`src/rtl/fetch_stage_ctrl.sv`:
```
// fetch_stage_ctrl
// Front-end sequencer that sits beside the PC register. It steers the PC
// write/select, the fetch/decode buffer enable/flush and the decode/execute
// bubble. It resolves load-use stalls, taken-branch flushes and a multi-step
// interrupt entry (drain, push PC, push flags, load vector).
//
// Optional feature: define FSC_HALT_EN to let a decoded HLT park the core
// until an interrupt arrives. Without it, halt_dec is ignored and halted
// is tied to 0.
//
// Outputs are combinational from the registered state and the current
// inputs. The pipeline buffers sample them on the falling edge.

module fetch_stage_ctrl #(
    parameter int REG_W        = 3,
    parameter int DRAIN_CYCLES = 3
) (
    input  logic             clk,
    input  logic             rst,
    input  logic             int_req,
    input  logic             ex_branch_taken,
    input  logic             id_ex_mem_read,
    input  logic [REG_W-1:0] id_ex_rd,
    input  logic [REG_W-1:0] if_id_rs1,
    input  logic [REG_W-1:0] if_id_rs2,
    input  logic             if_id_uses_rs2,
    input  logic             halt_dec,
    output logic             pc_write,
    output logic [1:0]       pc_sel,
    output logic             fd_enable,
    output logic             fd_flush,
    output logic             de_bubble,
    output logic             int_inject,
    output logic [1:0]       int_step,
    output logic             int_busy,
    output logic             int_pending,
    output logic             halted
);

    // PC source encodings
    localparam logic [1:0] PC_SEL_SEQ    = 2'b00;
    localparam logic [1:0] PC_SEL_BRANCH = 2'b01;
    localparam logic [1:0] PC_SEL_VECTOR = 2'b10;

    // Interrupt micro-step encodings driven alongside int_inject
    localparam logic [1:0] STEP_NONE     = 2'b00;
    localparam logic [1:0] STEP_PUSH_PC  = 2'b01;
    localparam logic [1:0] STEP_PUSH_FLG = 2'b10;
    localparam logic [1:0] STEP_VECTOR   = 2'b11;

    // The drain counter counts down to zero, so it is loaded with one less
    // than the number of bubble cycles wanted.
    localparam logic [3:0] DRAIN_LOAD = 4'(DRAIN_CYCLES - 1);

    typedef enum logic [2:0] {
        IDLE,
        DRAIN,
        PUSH_PC,
        PUSH_FLG,
        VECTOR
    } state_t;

    state_t     state_q;
    state_t     state_next;
    logic [3:0] drain_cnt_q;
    logic [3:0] drain_cnt_next;
    logic       pending_q;
    logic       pending_next;
    logic       halted_q;

    logic       rs1_hit;
    logic       rs2_hit;
    logic       load_use;

    // Load-use hazard: the load in EX writes a register the decode
    // instruction reads; rs2 only counts when decode actually uses it.
    always_comb begin
        rs1_hit  = (id_ex_rd == if_id_rs1);
        rs2_hit  = if_id_uses_rs2 && (id_ex_rd == if_id_rs2);
        load_use = id_ex_mem_read && (rs1_hit || rs2_hit);
    end

    // Next-state logic for the sequencer, drain counter and pending flag
    always_comb begin
        state_next     = state_q;
        drain_cnt_next = drain_cnt_q;
        pending_next   = pending_q | int_req;

        case (state_q)
            IDLE: begin
                if (!halted_q && ex_branch_taken) begin
                    // A taken branch wins; a pending interrupt waits one
                    // cycle so the saved PC is the branch target.
                    state_next = IDLE;
                end else if (pending_q) begin
                    state_next     = DRAIN;
                    drain_cnt_next = DRAIN_LOAD;
                end
            end

            DRAIN: begin
                if (drain_cnt_q == 4'd0) begin
                    state_next = PUSH_PC;
                end else begin
                    drain_cnt_next = drain_cnt_q - 4'd1;
                end
            end

            PUSH_PC: begin
                state_next = PUSH_FLG;
            end

            PUSH_FLG: begin
                state_next = VECTOR;
            end

            VECTOR: begin
                // Requests that arrived while busy merge into the one
                // being serviced, so the flag drops here unconditionally.
                state_next   = IDLE;
                pending_next = 1'b0;
            end

            default: begin
                state_next = IDLE;
            end
        endcase
    end

    // State, drain counter and pending flag registers
    always_ff @(posedge clk or negedge rst) begin
        if (!rst) begin
            state_q     <= IDLE;
            drain_cnt_q <= 4'd0;
            pending_q   <= 1'b0;
        end else begin
            state_q     <= state_next;
            drain_cnt_q <= drain_cnt_next;
            pending_q   <= pending_next;
        end
    end

`ifdef FSC_HALT_EN
    logic halted_next;

    // A halt latches from IDLE and only a pending interrupt releases it
    always_comb begin
        halted_next = halted_q;
        if (state_q == IDLE) begin
            if (halted_q) begin
                if (pending_q) begin
                    halted_next = 1'b0;
                end
            end else if (!ex_branch_taken && !pending_q && halt_dec) begin
                halted_next = 1'b1;
            end
        end
    end

    // Halted flag register
    always_ff @(posedge clk or negedge rst) begin
        if (!rst) begin
            halted_q <= 1'b0;
        end else begin
            halted_q <= halted_next;
        end
    end
`else
    logic unused_halt_dec;

    assign unused_halt_dec = halt_dec;
    assign halted_q        = 1'b0;
`endif

    // Output decode from state, halt flag and hazard inputs
    always_comb begin
        pc_write   = 1'b0;
        pc_sel     = PC_SEL_SEQ;
        fd_enable  = 1'b1;
        fd_flush   = 1'b0;
        de_bubble  = 1'b0;
        int_inject = 1'b0;
        int_step   = STEP_NONE;
        int_busy   = 1'b0;

        if (!rst) begin
            // Keep NOPs flowing into both buffers while reset is held
            fd_flush  = 1'b1;
            de_bubble = 1'b1;
        end else begin
            case (state_q)
                IDLE: begin
                    if (halted_q) begin
                        fd_enable = 1'b0;
                        de_bubble = 1'b1;
                    end else if (ex_branch_taken) begin
                        pc_write  = 1'b1;
                        pc_sel    = PC_SEL_BRANCH;
                        fd_flush  = 1'b1;
                        de_bubble = 1'b1;
                    end else if (pending_q) begin
                        pc_write = 1'b1;
                    end else if (load_use) begin
                        fd_enable = 1'b0;
                        de_bubble = 1'b1;
                    end else begin
                        pc_write = 1'b1;
                    end
                end

                DRAIN: begin
                    int_busy  = 1'b1;
                    fd_flush  = 1'b1;
                    de_bubble = 1'b1;
                end

                PUSH_PC: begin
                    int_busy   = 1'b1;
                    int_inject = 1'b1;
                    int_step   = STEP_PUSH_PC;
                end

                PUSH_FLG: begin
                    int_busy   = 1'b1;
                    int_inject = 1'b1;
                    int_step   = STEP_PUSH_FLG;
                end

                VECTOR: begin
                    int_busy = 1'b1;
                    int_step = STEP_VECTOR;
                    pc_sel   = PC_SEL_VECTOR;
                    pc_write = 1'b1;
                    fd_flush = 1'b1;
                end

                default: begin
                    fd_flush  = 1'b1;
                    de_bubble = 1'b1;
                end
            endcase
        end
    end

    assign int_pending = pending_q;
    assign halted      = halted_q;

endmodule

```
`config.mk`:
```
export PLATFORM = sky130hd
export DESIGN_NAME = fetch_stage_ctrl
export DESIGN_NICKNAME = d
export VERILOG_FILES = /design/src/rtl/fetch_stage_ctrl.sv
export SDC_FILE = /design/constraint.sdc
export NUM_CORES = 1
export LEC_CHECK = 0
export ABC_AREA = 1
export CAP_MARGIN = 20
export CORE_MARGIN = 2
export CORE_UTILIZATION = 44
export CTS_CLUSTER_DIAMETER = 150
export CTS_CLUSTER_SIZE = 16
export DETAILED_ROUTE_END_ITERATION = 7
export GPL_TIMING_DRIVEN = 1
export PLACE_DENSITY = 0.82
export SYNTH_ARGS = -nofsm -noshare
export SYNTH_HDL_FRONTEND = slang
export SYNTH_SLANG_ARGS = --single-unit
```
`constraint.sdc`:
```
create_clock -name clk -period 3.1 [get_ports clk]
set_clock_uncertainty 0.05 [all_clocks]
set_input_delay 0.62 -clock clk [delete_from_list [all_inputs] [get_ports clk]]
set_output_delay 0.62 -clock clk [all_outputs]
set_load 0.02 [all_outputs]
```
==> impl_metrics.prom <==
# TYPE chip_impl_metric gauge
chip_impl_info{name="status",value="complete, no violations"} 1
chip_impl_metric{name="area.growth.synth_to_final",unit="%"} 44.2
chip_impl_metric{name="fp.dieArea",unit="sq mm"} 0.00183
chip_impl_metric{name="num_antenna_cells",unit=""} 0
chip_impl_metric{name="synthesis.nets",unit=""} 131
chip_impl_info{name="crit_path_end_kind",value="output port"} 1
chip_impl_metric{name="drt_pass1_iterations",unit=""} 4
chip_impl_metric{name="final-max-slew-violation-count",unit=""} 0
chip_impl_metric{name="hold_viol",unit=""} 0
chip_impl_metric{name="place_congestion",unit=""} 0.877
chip_impl_metric{name="synth-compound-area-share",unit=""} 0.100
chip_impl_metric{name="cts.hold.buffers_added",unit=""} 0
chip_impl_info{name="synth_top_cell_by_area",value="dfrtp_1"} 1
chip_impl_info{name="worst_setup_path_start_kind",value="input port"} 1
chip_impl_info{name="worst_path_most_repeated_cell",value="nand2_1"} 1
chip_impl_metric{name="antenna_found_initial",unit=""} 0
chip_impl_metric{name="detail_route.vias_per_cell",unit=""} 4.90
chip_impl_metric{name="dp_hpwl",unit="um"} 1220
chip_impl_metric{name="setup-tns-final",unit="ns"} 0
chip_impl_metric{name="initial_utilization",unit=""} 0.456
chip_impl_metric{name="synth.yosys.seq_area_share",unit=""} 0.302
chip_impl_metric{name="height_of_the_die",unit="um"} 42.8
chip_impl_metric{name="fraction_of_final_layout_cells_sized_beyond_drive_strength_1",unit=""} 0.0563
chip_impl_metric{name="ys_types",unit=""} 18
chip_impl_metric{name="final_wl",unit="um"} 1490
chip_impl_metric{name="finalWorstPathRequiredPeriod",unit="ns"} 2.91
chip_impl_metric{name="synthesis.instances",unit=""} 114
chip_impl_metric{name="ports",unit=""} 28
chip_impl_metric{name="netlist_area",unit="sq um"} 663
chip_impl_metric{name="total_routing_usage_gr",unit=""} 0.187
chip_impl_metric{name="drc_errors",unit=""} 0
chip_impl_metric{name="num_vias",unit=""} 774
chip_impl_metric{name="wl_per_cell",unit="um"} 9.46
chip_impl_metric{name="clk_pin_slew",unit="ns"} 0.05
chip_impl_metric{name="clkLatencyLatePin",unit="ns"} 0.26
chip_impl_metric{name="postCtsResizedCells",unit=""} 0
chip_impl_info{name="crit_slowest_cell",value="clkdlybuf4s50_1"} 1
chip_impl_metric{name="p_leak",unit="nW"} 0.511
chip_impl_metric{name="num-nets-final",unit=""} 161
chip_impl_metric{name="max-cap-violations",unit=""} 0
chip_impl_metric{name="critPathRequiredTime",unit="ns"} 2.43
chip_impl_metric{name="clock_tree.buffer_depth",unit=""} 2
chip_impl_info{name="timing.critical_path.cells",value="clkdlybuf4s50_1 > inv_1 > nand2_1 > nand2_1 > nor2_1 > nand2_1 > nand2_1 > nand3_1 > nand2_1 > clkdlybuf4s50_1"} 1
chip_impl_metric{name="maxClockFrequency",unit="MHz"} 343
chip_impl_metric{name="die_width",unit="um"} 42.8
chip_impl_metric{name="rows",unit=""} 14
chip_impl_info{name="post_synth_main_area_contributors",value="dfrtp_1, nand2_1, inv_1, nor2_1, o21ai_0"} 1
chip_impl_metric{name="dp_cells",unit=""} 155
chip_impl_metric{name="max-vdd-ir-drop",unit="uV"} 478
chip_impl_metric{name="synth.mux.area_fraction",unit=""} 0
chip_impl_metric{name="synth-adder-area-share",unit=""} 0.0189
chip_impl_metric{name="syn_area_per_cell",unit="sq um"} 5.82
chip_impl_metric{name="placeableCoreArea",unit="sq mm"} 0.00145
chip_impl_metric{name="number_of_buffer_cells_added_on_primary_ports",unit=""} 25
chip_impl_metric{name="post_cts_buffers",unit=""} 0
chip_impl_metric{name="synth-simple-area-share",unit=""} 0.387
chip_impl_info{name="tritoncts",value="yes"} 1
chip_impl_metric{name="p_total",unit="mW"} 0.773
chip_impl_metric{name="number_of_global_route_vias_before_repair",unit=""} 657
chip_impl_info{name="most-common-layout-cells",value="nand2_1, clkdlybuf4s50_1, inv_1, nor2_1, dfrtp_1"} 1
chip_impl_metric{name="timing.critical_path.slowest_cell_delay",unit="ns"} 0.60
chip_impl_info{name="rsz_0062_raised_after_global_routing",value="no"} 1
chip_impl_metric{name="htree_levels",unit=""} 1
chip_impl_metric{name="grt_ovf",unit=""} 0
chip_impl_metric{name="dr.first_iter.drc_count",unit=""} 17
chip_impl_info{name="commonest_non_fill_non_tap_cell_in_the_layout",value="nand2_1"} 1
chip_impl_metric{name="grt_max_degree",unit=""} 11
chip_impl_metric{name="synth_top_cell_area_share",unit=""} 0.302
chip_impl_info{name="worstHoldPathType",value="flip-flop to flip-flop"} 1
chip_impl_metric{name="postRouteAntennaNets",unit=""} 0
chip_impl_metric{name="clock_sink_count",unit=""} 8
chip_impl_info{name="crit_path_class",value="input port to output port"} 1
chip_impl_metric{name="number_of_cts_inserted_buffers",unit=""} 3
chip_impl_metric{name="post-route-period-util",unit=""} 0.939
chip_impl_metric{name="ys.warnings.count",unit=""} 0
chip_impl_info{name="crit_family",value="buffers and inverters"} 1
chip_impl_metric{name="setup_violations",unit=""} 0
chip_impl_metric{name="ys_ff_latch",unit=""} 8
chip_impl_metric{name="crit_path_max_fanout",unit=""} 3
chip_impl_info{name="synth_top_family_by_area",value="simple AND/OR/NAND/NOR gates"} 1
chip_impl_metric{name="synth_xor_area_frac",unit=""} 0.0396
chip_impl_metric{name="power_density",unit="mW/mm^2"} 809
chip_impl_metric{name="finalNonFillerCells",unit=""} 158
chip_impl_metric{name="arrival",unit="ns"} 2.24
chip_impl_info{name="cts_root_buf",value="clkbuf_4"} 1
chip_impl_metric{name="first_pass_grt_wire_length",unit="um"} 2620
chip_impl_metric{name="critical_path_buf_inv_count",unit=""} 3
## kinds of logic (layout without fill, tap and decap cells)
kind of cell / after synthesis / count (layout)
flops: 8 / 8
xor+xnor: 3 / 3
buf+inv: 25 / 53
other cells: 1 / 1
fa+ha+maj: 1 / 1
simple gates: 63 / 63
compound gates: 13 / 13
## flip-flops by register name, indices dropped and copies added, names as in the netlist
signal,flops
state_q,3
drain_cnt_q,4
int_pending,1
## power by group
group	switching, mW	internal [mW]	leakage, nW
logic	0.293	0.204	0.399
registers	0.0431	0.153	0.0989
clock network	0.0356	0.0443	0.0138
## final cells by class
| type | instances | area, sq um |
|---|---|---|
| clock buffers | 3 | 22.5 |
| fillers | 129 | 498 |
| inverters | 24 | 90.1 |
| multi-input cells | 81 | 365 |
| flip-flops and latches | 8 | 200 |
| well taps | 16 | 20.0 |
| repair buffers | 26 | 258 |
## worst paths after layout
kind | start | to | slack (ns) | cells after the start
worst max-delay path | id_ex_rd[1] | de_bubble | 0.19 | 10
worst min-delay path | drain_cnt_q[1] | drain_cnt_q[1] | 0.44 | 2
max in group asynchronous | rst | int_pending | 2.22 | 2
min in group asynchronous | rst | drain_cnt_q[2] | 0.64 | 2
worst min register to register | drain_cnt_q[1] | drain_cnt_q[1] | 0.44 | 2
worst max register to register | drain_cnt_q[0] | drain_cnt_q[1] | 1.75 | 7
## metrics by stage
step	hold slack [ns]	util	cell area [sq um]	worst slack, ns
floorplan	0.274	-	663	1.00
global placement	0.422	0.642	933	0.196
detailed placement	0.432	0.642	933	0.169
CTS	0.453	0.657	956	0.165
global route	0.483	0.657	956	0.0502
finish	0.445	0.657	956	0.189
## layer usage
| metal | global-route usage | up-vias | routed length (um) |
|---|---|---|---|
| met5 | 0 | - | 0 |
| met4 | 0.0938 | 0 | 30 |
| met2 | 0.327 | 29 | 758 |
| met3 | 0.0298 | 5 | 128 |
| met1 | 0.216 | 342 | 576 |
| li1 | - | 398 | - |
## worst reg2reg max path: stages, from the launching register on
cell,delay (ns)
dfrtp_1,0.39
inv_1,0.08
ha_1,0.18
nand2_1,0.08
o21ai_1,0.18
inv_1,0.06
nand2_1,0.12
o21ai_0,0.09
## synthesized netlist by cell type, drive strengths merged
cell and count:
xnor2 2, buf 1, nand3 4, nand4 1, a31oi 1, o21ai 11
ha 1, nand2 33, nor2 25, a21oi 1, xor2 1, dfrtp 8
conb 1, inv 24
Note: power is estimated with default switching activity, not from simulation.
